**config.mk**
```make
export PLATFORM = sky130hd
export DESIGN_NAME = beat_split
export DESIGN_NICKNAME = d
export VERILOG_FILES = /design/src/rtl/beat_split_pkg.sv /design/src/rtl/beat_split.sv
export SDC_FILE = /design/constraint.sdc
export NUM_CORES = 1
export LEC_CHECK = 0
export ABC_AREA = 1
export BUFFER_PORTS_ARGS = -buffer_cell sky130_fd_sc_hd__buf_2
export CORE_ASPECT_RATIO = 0.7
export CORE_UTILIZATION = 25
export DETAILED_ROUTE_END_ITERATION = 8
export PLACE_DENSITY = 0.55
export SLEW_MARGIN = 15
export SYNTH_ARGS = -nofsm -noshare
export SYNTH_HDL_FRONTEND = slang
export SYNTH_SLANG_ARGS = --single-unit
export TNS_END_PERCENT = 30
```
**constraint.sdc**
```tcl
create_clock -name clk -period 2.85 [get_ports clk]
set_input_delay 0.1425 -clock clk [delete_from_list [all_inputs] [get_ports clk]]
set_output_delay 0.1425 -clock clk [all_outputs]
set_load 0.01 [all_outputs]
```
**src/rtl/beat_split_pkg.sv**
```systemverilog
// Shared defaults and state encoding for the beat_split serializer and the
// accumulator path it feeds.
package beat_split_pkg;

    localparam int BEATS_DEF  = 4;
    localparam int BEAT_W_DEF = 8;
    localparam int SUM_W_DEF  = BEAT_W_DEF + $clog2(BEATS_DEF);

    typedef enum logic {
        IDLE = 1'b0,
        SEND = 1'b1
    } state_t;

endpackage

```
**src/rtl/beat_split.sv**
```systemverilog
// Width-down serializer: takes one BEATS*BEAT_W word and emits it LSB beat first,
// tagging the last beat with the reference sum of the whole word.
module beat_split
    import beat_split_pkg::*;
#(
    parameter int BEATS  = BEATS_DEF,
    parameter int BEAT_W = BEAT_W_DEF,
    parameter int SUM_W  = BEAT_W + $clog2(BEATS)
) (
    input  logic                    clk,
    input  logic                    rst,
    input  logic                    valid_in,
    output logic                    ready_in,
    input  logic [BEATS*BEAT_W-1:0] data_in,
    output logic                    valid_out,
    input  logic                    ready_out,
    output logic [BEAT_W-1:0]       data_out,
    output logic                    last_out,
    output logic [SUM_W-1:0]        sum_out
);

    localparam int CNT_W = $clog2(BEATS);

    state_t                  state;
    logic [BEATS*BEAT_W-1:0] word;
    logic [CNT_W-1:0]        cnt;
    logic [SUM_W-1:0]        sum_q;
    logic [SUM_W-1:0]        sum_in;
    logic                    is_last;
    logic                    in_xfer;
    logic                    out_xfer;

    // SUM_W is wide enough that the sum of BEATS full-scale beats cannot overflow.
    always_comb begin
        sum_in = '0;
        for (int k = 0; k < BEATS; k++)
            sum_in = sum_in + SUM_W'(data_in[k*BEAT_W +: BEAT_W]);
    end

    assign is_last   = (state == SEND) && (cnt == CNT_W'(BEATS - 1));
    assign valid_out = (state == SEND);
    assign data_out  = valid_out ? word[cnt*BEAT_W +: BEAT_W] : '0;
    assign last_out  = is_last;
    assign sum_out   = is_last ? sum_q : '0;

    assign out_xfer  = valid_out & ready_out;
    // Accepting on the last-beat transfer is what makes back-to-back words gapless.
    assign ready_in  = !rst && ((state == IDLE) || (out_xfer && is_last));
    assign in_xfer   = valid_in & ready_in;

    always_ff @(posedge clk) begin
        if (rst) begin
            state <= IDLE;
            cnt   <= '0;
            word  <= '0;
            sum_q <= '0;
        end else if (in_xfer) begin
            word  <= data_in;
            sum_q <= sum_in;
            cnt   <= '0;
            state <= SEND;
        end else if (out_xfer) begin
            if (is_last) begin
                cnt   <= '0;
                state <= IDLE;
            end else begin
                cnt <= cnt + CNT_W'(1);
            end
        end
    end

endmodule

```
==> summary.md, run 1 <==
| Metric | Value |
|---|---|
| Outcome | `finished, final reports clean` |
| Die width | `about 120 µm` |
| Actual transition at the worst max-transition pin | `between 0.4 and 0.5 ns` |
| Crit share post-route | `between 70 and 80%` |
| Placer congestion estimate | `about 0.77` |
| Area delta synth->final | `20.70%` |
| Sequential share of the synthesized area | `between 30% and 40%` |
| CTS tree | `done` |
| I/O pin cnt | `57` |
| FILL cells | `around 1,100` |
| Die Y | `a little under 90 µm` |
| Via-per-instance ratio | `~4.3` |
| Instance count of the mapped netlist | `338` |
| GRT Total Usage | `12.32%` |
| Core ar. | `between 9000 and 10,000 µm²` |
| Routed WL per cell | `around 12 µm` |
| Dpl cell area | `roughly 3000 µm²` |
| Post-cts resize count | `0` |
| Clk_lat worst skew | `0.29 ns` |
| Most common cell after layout, fill and taps aside | `inv_1` |
| Post-Syn Area | `~2600 µm²` |
| First-pass DRT Iterations | `4` |
| Critical Path Start Type | `primary input` |
| Initial antenna violation count | `0` |
| Clk sink count | `45` |
| Final net count | `between 400 and 500` |
| Row count | `30` |
| Critical path buffers and inverters | `1` |
| Clock Tree Buf Depth | `2` |
| Vias in the first global route | `about 2,200` |
| Rel. slew slack | `70.32%` |
| CTS Hold Bufs | `0` |
| Post-synth net total | `400` |
| Synthesis Warnings | `0` |
| Drt drc | `0` |
| Detailed Route WL | `about 6300 µm` |
| Mean Syn Cell Area | `7.796 µm²` |
| First DRT Iteration DRCs | `between 100 and 150` |
| Critical-path top delay cell | `fa_1` |
| Post-DP HPWL | `4819 µm` |
| Kind of cell adding the most delay to the critical path | `adder cells` |
| Pwr per Cell Area | `roughly 600 nW/µm²` |
| Slew Limit Fails | `0` |
| Pwr Total | `~1900 µW` |
| Most frequent cells in the layout | `inv_1, nand2_1, buf_2` |
| FF/Latch Area | `between 900 and 1000 µm²` |
| Critical Path RT | `between 3 and 4 ns` |
| Clock buffer count from CTS | `5` |
| Worst clock skew | `~0.0084 ns` |
| Cell chain of the critical path | `buf_2 -> fa_1 -> fa_1 -> ha_1 -> fa_1 -> nand3_1 -> nand2_1 -> nand2_1 -> nand3b_1 -> nand3_1 -> nand2_1` |
| Crit. End Element | `register` |
| Delay of the slowest cell on the worst path | `around 0.59 ns` |
| Setup Buffers After CTS | `0` |
| Critical path class | `primary input to register` |
| Design area | `~3200 µm²` |
| Clock transition at path regs | `approximately 0.07 ns` |
| Max-Cap Viols | `0` |
| CP arrival | `between 2 and 2.5 ns` |
| Final Core Density | `31.97%` |
| Die area | `between 10,000 and 15,000 µm²` |
| Fin crit period | `between 2 and 2.5 ns` |
| Dpl ws | `0.3295 ns` |
| Diodes inserted | `0` |
| Gr ovfl total | `0` |
| Largest net degree at the start of global routing | `34` |
| Fmax | `0.4502 GHz` |
| Sum Neg Setup Slack | `0 ns` |
| Worst min path class | `primary input to register` |
| Final setup fails | `0` |
| Peak supply drop | `0.2059 mV` |
| First-pass GRT wire length | `approximately 11,000 µm` |
| Max FO, Critical Path | `2` |
| Vias | `~2,200` |
| Clock root cell | `clkbuf_16` |
| Synth cell types | `27` |
| Starting Density | `a little over a quarter` |
| Share of layout cells above drive strength 1 | `about a fifth` |
| #FFs+latches synth | `45` |
| Detail Route Antenna Nets | `0` |
| H-tree levels | `2` |
| Fin. Hold Viols | `0` |
| Unrepaired setup endpoints after global routing | `no` |
| Port bufs | `56` |
| Multi-input gate area | `~1300 µm²` |
| PnR worst setup slack | `between 0.6 and 0.7 ns` |
| Leakage | `between 0.0015 and 0.002 µW` |
==> worst paths after layout <==
| path | from | end | slack [ns] | cells past startpoint |
|---|---|---|---|---|
| hold / removal | data_in[9] | word[9]$_SDFFE_PP0P_ | 0.09 | 3 |
| setup / recovery | data_in[1] | sum_q[7]$_SDFFE_PP0P_ | 0.63 | 11 |
| hold reg to reg | word[25]$_SDFFE_PP0P_ | word[25]$_SDFFE_PP0P_ | 0.44 | 2 |
| setup reg to reg | cnt[0]$_SDFFE_PP0P_ | word[7]$_SDFFE_PP0P_ | 1.19 | 8 |
==> tightest hold or removal path, stage by stage <==
cell and delay, ns:
buf_2 0.11, nand2_1 0.05, o21ai_0 0.05
==> cells by family (layout without fill, tap and decap cells) <==
kind of cell | count (synthesis) | in the layout | synth area share, %
flip-flops | 45 | 45 | 34.19
XOR/XNOR | 3 | 3 | 0.9973
AO/OA/AOI/OAI | 86 | 86 | 18.85
adder cells (fa/ha/maj) | 26 | 26 | 16.90
buffers and inverters | 93 | 147 | 14.81
AND/OR/NAND/NOR | 85 | 85 | 14.24
==> cell usage after synthesis <==
cell type / count / share of area, %
inv_1: 78 / 11
nand2_1: 56 / 8.0
dfxtp_1: 45 / 34
a21oi_1: 30 / 5.7
o21ai_0: 30 / 5.7
fa_1: 16 / 12
nor2_1: 15 / 2.1
o22ai_1: 13 / 3.1
ha_1: 10 / 4.7
nand3_1: 9 / 1.7
buf_2: 5 / 0.95
o21ai_2: 5 / 1.7
buf_6: 3 / 1.3
o21ai_1: 3 / 0.57
xnor2_1: 3 / 1.0
buf_4: 2 / 0.57
clkbuf_1: 2 / 0.29
inv_2: 2 / 0.29
nand2_8: 2 / 1.5
o22ai_2: 2 / 0.95
a21boi_1: 1 / 0.29
a21oi_4: 1 / 0.62
inv_6: 1 / 0.33
nand3b_1: 1 / 0.29
nor2_4: 1 / 0.43
nor3_1: 1 / 0.19
o21bai_1: 1 / 0.29
==> registers in the layout, indices dropped and copies added (netlist names) <==
name       cells
cnt            2
word          32
sum_q         10
valid_out      1
==> routing by layer <==
metal | global-route usage (%) | vias to the layer above | part of all wire [%]
li1 | - | 1159 | -
met1 | 18.41 | 994 | 55
met2 | 17.08 | 61 | 38
met3 | 3.360 | 8 | 5.5
met4 | 3.286 | 0 | 1.1
met5 | 0 | - | 0
==> per-stage QoR <==
step	instances	hold slack (ns)
2_1_floorplan	338	0.2149
3_5_place_dp	512	0.3793
3_3_place_gp	512	0.3805
5_1_grt	520	0.08941
6_report	520	0.08593
4_1_cts	520	0.07510
==> report_power, final <==
part	internal, µW	leakage, µW	switching (µW)
sequential	689	0.000370	18.8
clock	415	0.0000800	256
combinational	212	0.00108	306
total	1320	0.00153	580
==> layout make-up <==
type / instances / area share [%]
Clock buffer: 5 / 3.934
Clock inverter: 3 / 1.456
Inverter: 81 / 9.717
Multi-Input combinational cell: 200 / 42.25
Sequential cell: 45 / 28.32
Tap cell: 128 / 5.035
Timing Repair Buffer: 58 / 9.284
Power figures use the tool's default switching activity.
==> inputs of run 2 (changes only) <==
--- a/config.mk
+++ b/config.mk
@@ -5,7 +5,7 @@
 export SDC_FILE = /design/constraint.sdc
 export NUM_CORES = 1
 export LEC_CHECK = 0
-export ABC_AREA = 1
+export ABC_AREA = 0
 export BUFFER_PORTS_ARGS = -buffer_cell sky130_fd_sc_hd__buf_2
 export CORE_ASPECT_RATIO = 0.7
 export CORE_UTILIZATION = 25
==> constraint.sdc (replaced) <==
create_clock -name clk -period 2.25 [get_ports clk]
set_input_delay 0.1125 -clock clk [delete_from_list [all_inputs] [get_ports clk]]
set_output_delay 0.1125 -clock clk [all_outputs]
set_load 0.01 [all_outputs]
==> summary.md, run 2 <==
| Metric | Value |
|---|---|
| Number of flops mapped to enable cells by yosys | `0` |
| Met3 wire len | `around 400 µm` |
| Mean Syn Cell Area | `9.421 µm²` |
| Outcome | `complete, but fails checks` |
| First DRT Iteration DRCs | `126` |
| Worst min path class | `primary input to register` |
| Critical Path Start Type | `primary input` |
| I/O pin cnt | `57` |
| Max-Cap Viols | `0` |
| Via-per-instance ratio | `~4.4` |
| Synth cell types | `38` |
| Most common cell after layout, fill and taps aside | `buf_2` |
| Placer congestion estimate | `around 0.77` |
| Synthesis Warnings | `0` |
| Clock Tree Buf Depth | `2` |
| #FFs+latches synth | `45` |
| Rel. slew slack | `about two thirds` |
| Top cells by area, synth | `dfxtp_1, fa_1, nand3b_1` |
| Clock transition at path regs | `approximately 0.06 ns` |
| Unrepaired setup endpoints after global routing | `yes` |
| H-tree levels | `2` |
| Switching share of power | `29.44%` |
| Biggest register | `word` |
| Design area | `around 3500 µm²` |
| Fin crit period | `~2.6 ns` |
| Cell taking the most area after synthesis | `dfxtp_1` |
| Final setup fails | `3` |
| Comb pwr share | `about a third` |
| Max FO, Critical Path | `2` |
| Most common cell in the synthesized netlist | `dfxtp_1` |
| Max FFs per register | `32` |
| Vias in the first global route | `about 2,300` |
| Dominant synthesized flop cell | `dfxtp_1` |
| Final instance count without filler cells | `between 500 and 600` |
| P_int | `about 1700 µW` |
| Wire length on met2 | `between 2000 and 3000 µm` |
| GRT Total Usage | `between 10% and 20%` |
| Post-synth net total | `roughly 350` |
| Area delta synth->final | `26.38%` |
| Crit. End Element | `register` |
| Share of layout cells above drive strength 1 | `around 30%` |
| Die width | `around 130 µm` |
| Pwr per Cell Area | `between 700 and 800 nW/µm²` |
| Row count | `31` |
| Port bufs | `56` |
| Detailed Route WL | `6759 µm` |
| Drt drc | `0` |
| First-pass GRT wire length | `about 12,000 µm` |
| Routed WL per cell | `13.41 µm` |
| Crit share post-route | `115.6%` |
| Sequential share of power | `38.0%` |
| Clk_lat worst skew | `roughly 0.28 ns` |
| Leakage | `0.001579 µW` |
| Critical Path RT | `2.42 ns` |
| Uppermost layer routed | `met4` |
| Fmax | `a little under 0.4 GHz` |
| Actual transition at the worst max-transition pin | `0.4900 ns` |
| Peak supply drop | `0.3374 mV` |
| Final net count | `~420` |
| Synth cell count leaders | `dfxtp_1, inv_1, o21ai_0` |
| Initial antenna violation count | `0` |
| P_sw | `714.3 µW` |
| Fin. Hold Viols | `0` |
| Clock share of power | `between 20% and 30%` |
| Clock buffer count from CTS | `5` |
| Vias | `2,199` |
| Largest net degree at the start of global routing | `41` |
| Worst clock skew | `0.005520 ns` |
| First-pass DRT Iterations | `5` |
| Clk sink count | `45` |
| Top flop regs | `word (32), sum_q (10), cnt (2)` |
| FILL cells | `around 1,100` |
| CTS Hold Bufs | `0` |
| Slew Limit Fails | `0` |
| Die Y | `89.61 µm` |
| Yosys top cell area share | `between 30% and 40%` |
| Post-Syn Area | `~2700 µm²` |
| Instance count of the mapped netlist | `~290` |
| Failing checks | `setup timing` |
| CTS tree | `done` |
| PnR worst setup slack | `-0.3514 ns` |
| Clock root cell | `clkbuf_16` |
| Starting Density | `26.08%` |
| Sequential share of the synthesized area | `32.86%` |
| Post-DP HPWL | `a little over 5000 µm` |
| Share of synthesized flip-flops with an asynchronous set or reset | `0%` |
| Detail Route Antenna Nets | `0` |
| Gr ovfl total | `0` |
| CP arrival | `between 2 and 3 ns` |
| Diodes inserted | `0` |
| Dpl cell area | `about 3300 µm²` |
| Most frequent cells in the layout | `buf_2, dfxtp_1, o21ai_0` |
| Critical path class | `primary input to register` |
| Die area | `approximately 11,000 µm²` |
| Placed cells | `about 500` |
| M1 WL | `3460 µm` |
| Core ar. | `approximately 11,000 µm²` |
==> run 2: cell types whose count changed after synthesis, sizes merged, moves of 11 or more <==
cell    previous run  this run
nand2             58        15
a21oi             31         4
nand2b             0        11
o22ai             15         0
nand3b             1        30
inv               81        40
and3               0        11
==> run 2: logic make-up (layout without fill, tap and decap cells) <==
kind of cell / after synthesis / in the layout / synth area share (%)
AO/OA/AOI/OAI: 60 / 60 / 13.65
XOR/XNOR: 4 / 4 / 1.278
adder cells (fa/ha/maj): 26 / 26 / 16.25
buffers and inverters: 59 / 124 / 8.854
flip-flops: 45 / 45 / 32.86
multiplexers: 10 / 10 / 7.348
AND/OR/NAND/NOR: 87 / 87 / 19.76
==> run 2: per-layer routing <==
layer,GRT usage [%],up-vias
met5,0,-
met4,1.948,0
met3,3.495,2
met2,21.83,56
met1,17.94,1035
li1,-,1106
==> run 2: worst max-delay path, cell delays in order <==
cell and delay [ns]:
buf_6 0.10, fa_1 0.55, fa_1 0.46, ha_4 0.20
fa_2 0.36, a211oi_2 0.25, o21bai_1 0.10, a21o_1 0.22
a2111oi_4 0.36, a21oi_2 0.04
==> run 2: power groups by stage <==
| stage | clock [µW] | sequential (µW) | combinational (µW) |
|---|---|---|---|
| final | 725 | 923 | 778 |
| after global routing | 782 | 931 | 883 |
| after CTS | 758 | 923 | 748 |
| after detailed placement | 0 | 940 | 740 |
| after global placement | 0 | 936 | 720 |
| after floorplan | 0 | 925 | 487 |
==> run 2: path summary, 6_finish.rpt <==
check                             start                     to  slack (ns)  depth (start not counted)
hold reg to reg   sum_q[1]$_SDFFE_PP0P_  sum_q[1]$_SDFFE_PP0P_        0.47                          2
hold / removal               data_in[1]   word[1]$_SDFFE_PP0P_        0.05                          3
setup reg to reg    cnt[0]$_SDFFE_PP0P_   word[7]$_SDFFE_PP0P_        0.60                          7
setup / recovery             data_in[1]  sum_q[9]$_SDFFE_PP0P_       -0.35                         10
==> run 2: metrics by stage <==
step	util [%]	hold WS, ns	setup slack (ns)	power, µW	setup TNS, ns
floorplan	-	0.2211	-0.3722	1412	-0.9486
global placement	31.22	0.3521	-0.5608	1656	-2.528
detailed placement	31.22	0.3524	-0.6157	1680	-2.757
CTS	32.62	0.06005	-0.3152	2429	-0.7259
global route	32.96	0.05682	-0.4434	2597	-1.247
finish	32.96	0.04994	-0.3514	2426	-0.6721
==> run 2: repair_timing <==
item                                   CTS  global route
cloned                                   0             0
gates resized for setup                  1             5
endpoints found under the hold margin    0             0
buffers inserted                         0             1
pin swaps                                1            11
setup endpoints to repair                5             6
==> run 2: layout make-up <==
cell class,count,area [µm²],share of cell area (%)
multi-input combinational,187,1629,47.02
sequential,45,900.9,26.00
timing repair buffer,77,456.7,13.18
tap,148,185.2,5.345
inverter,40,150.1,4.334
clock buffer,7,142.6,4.117
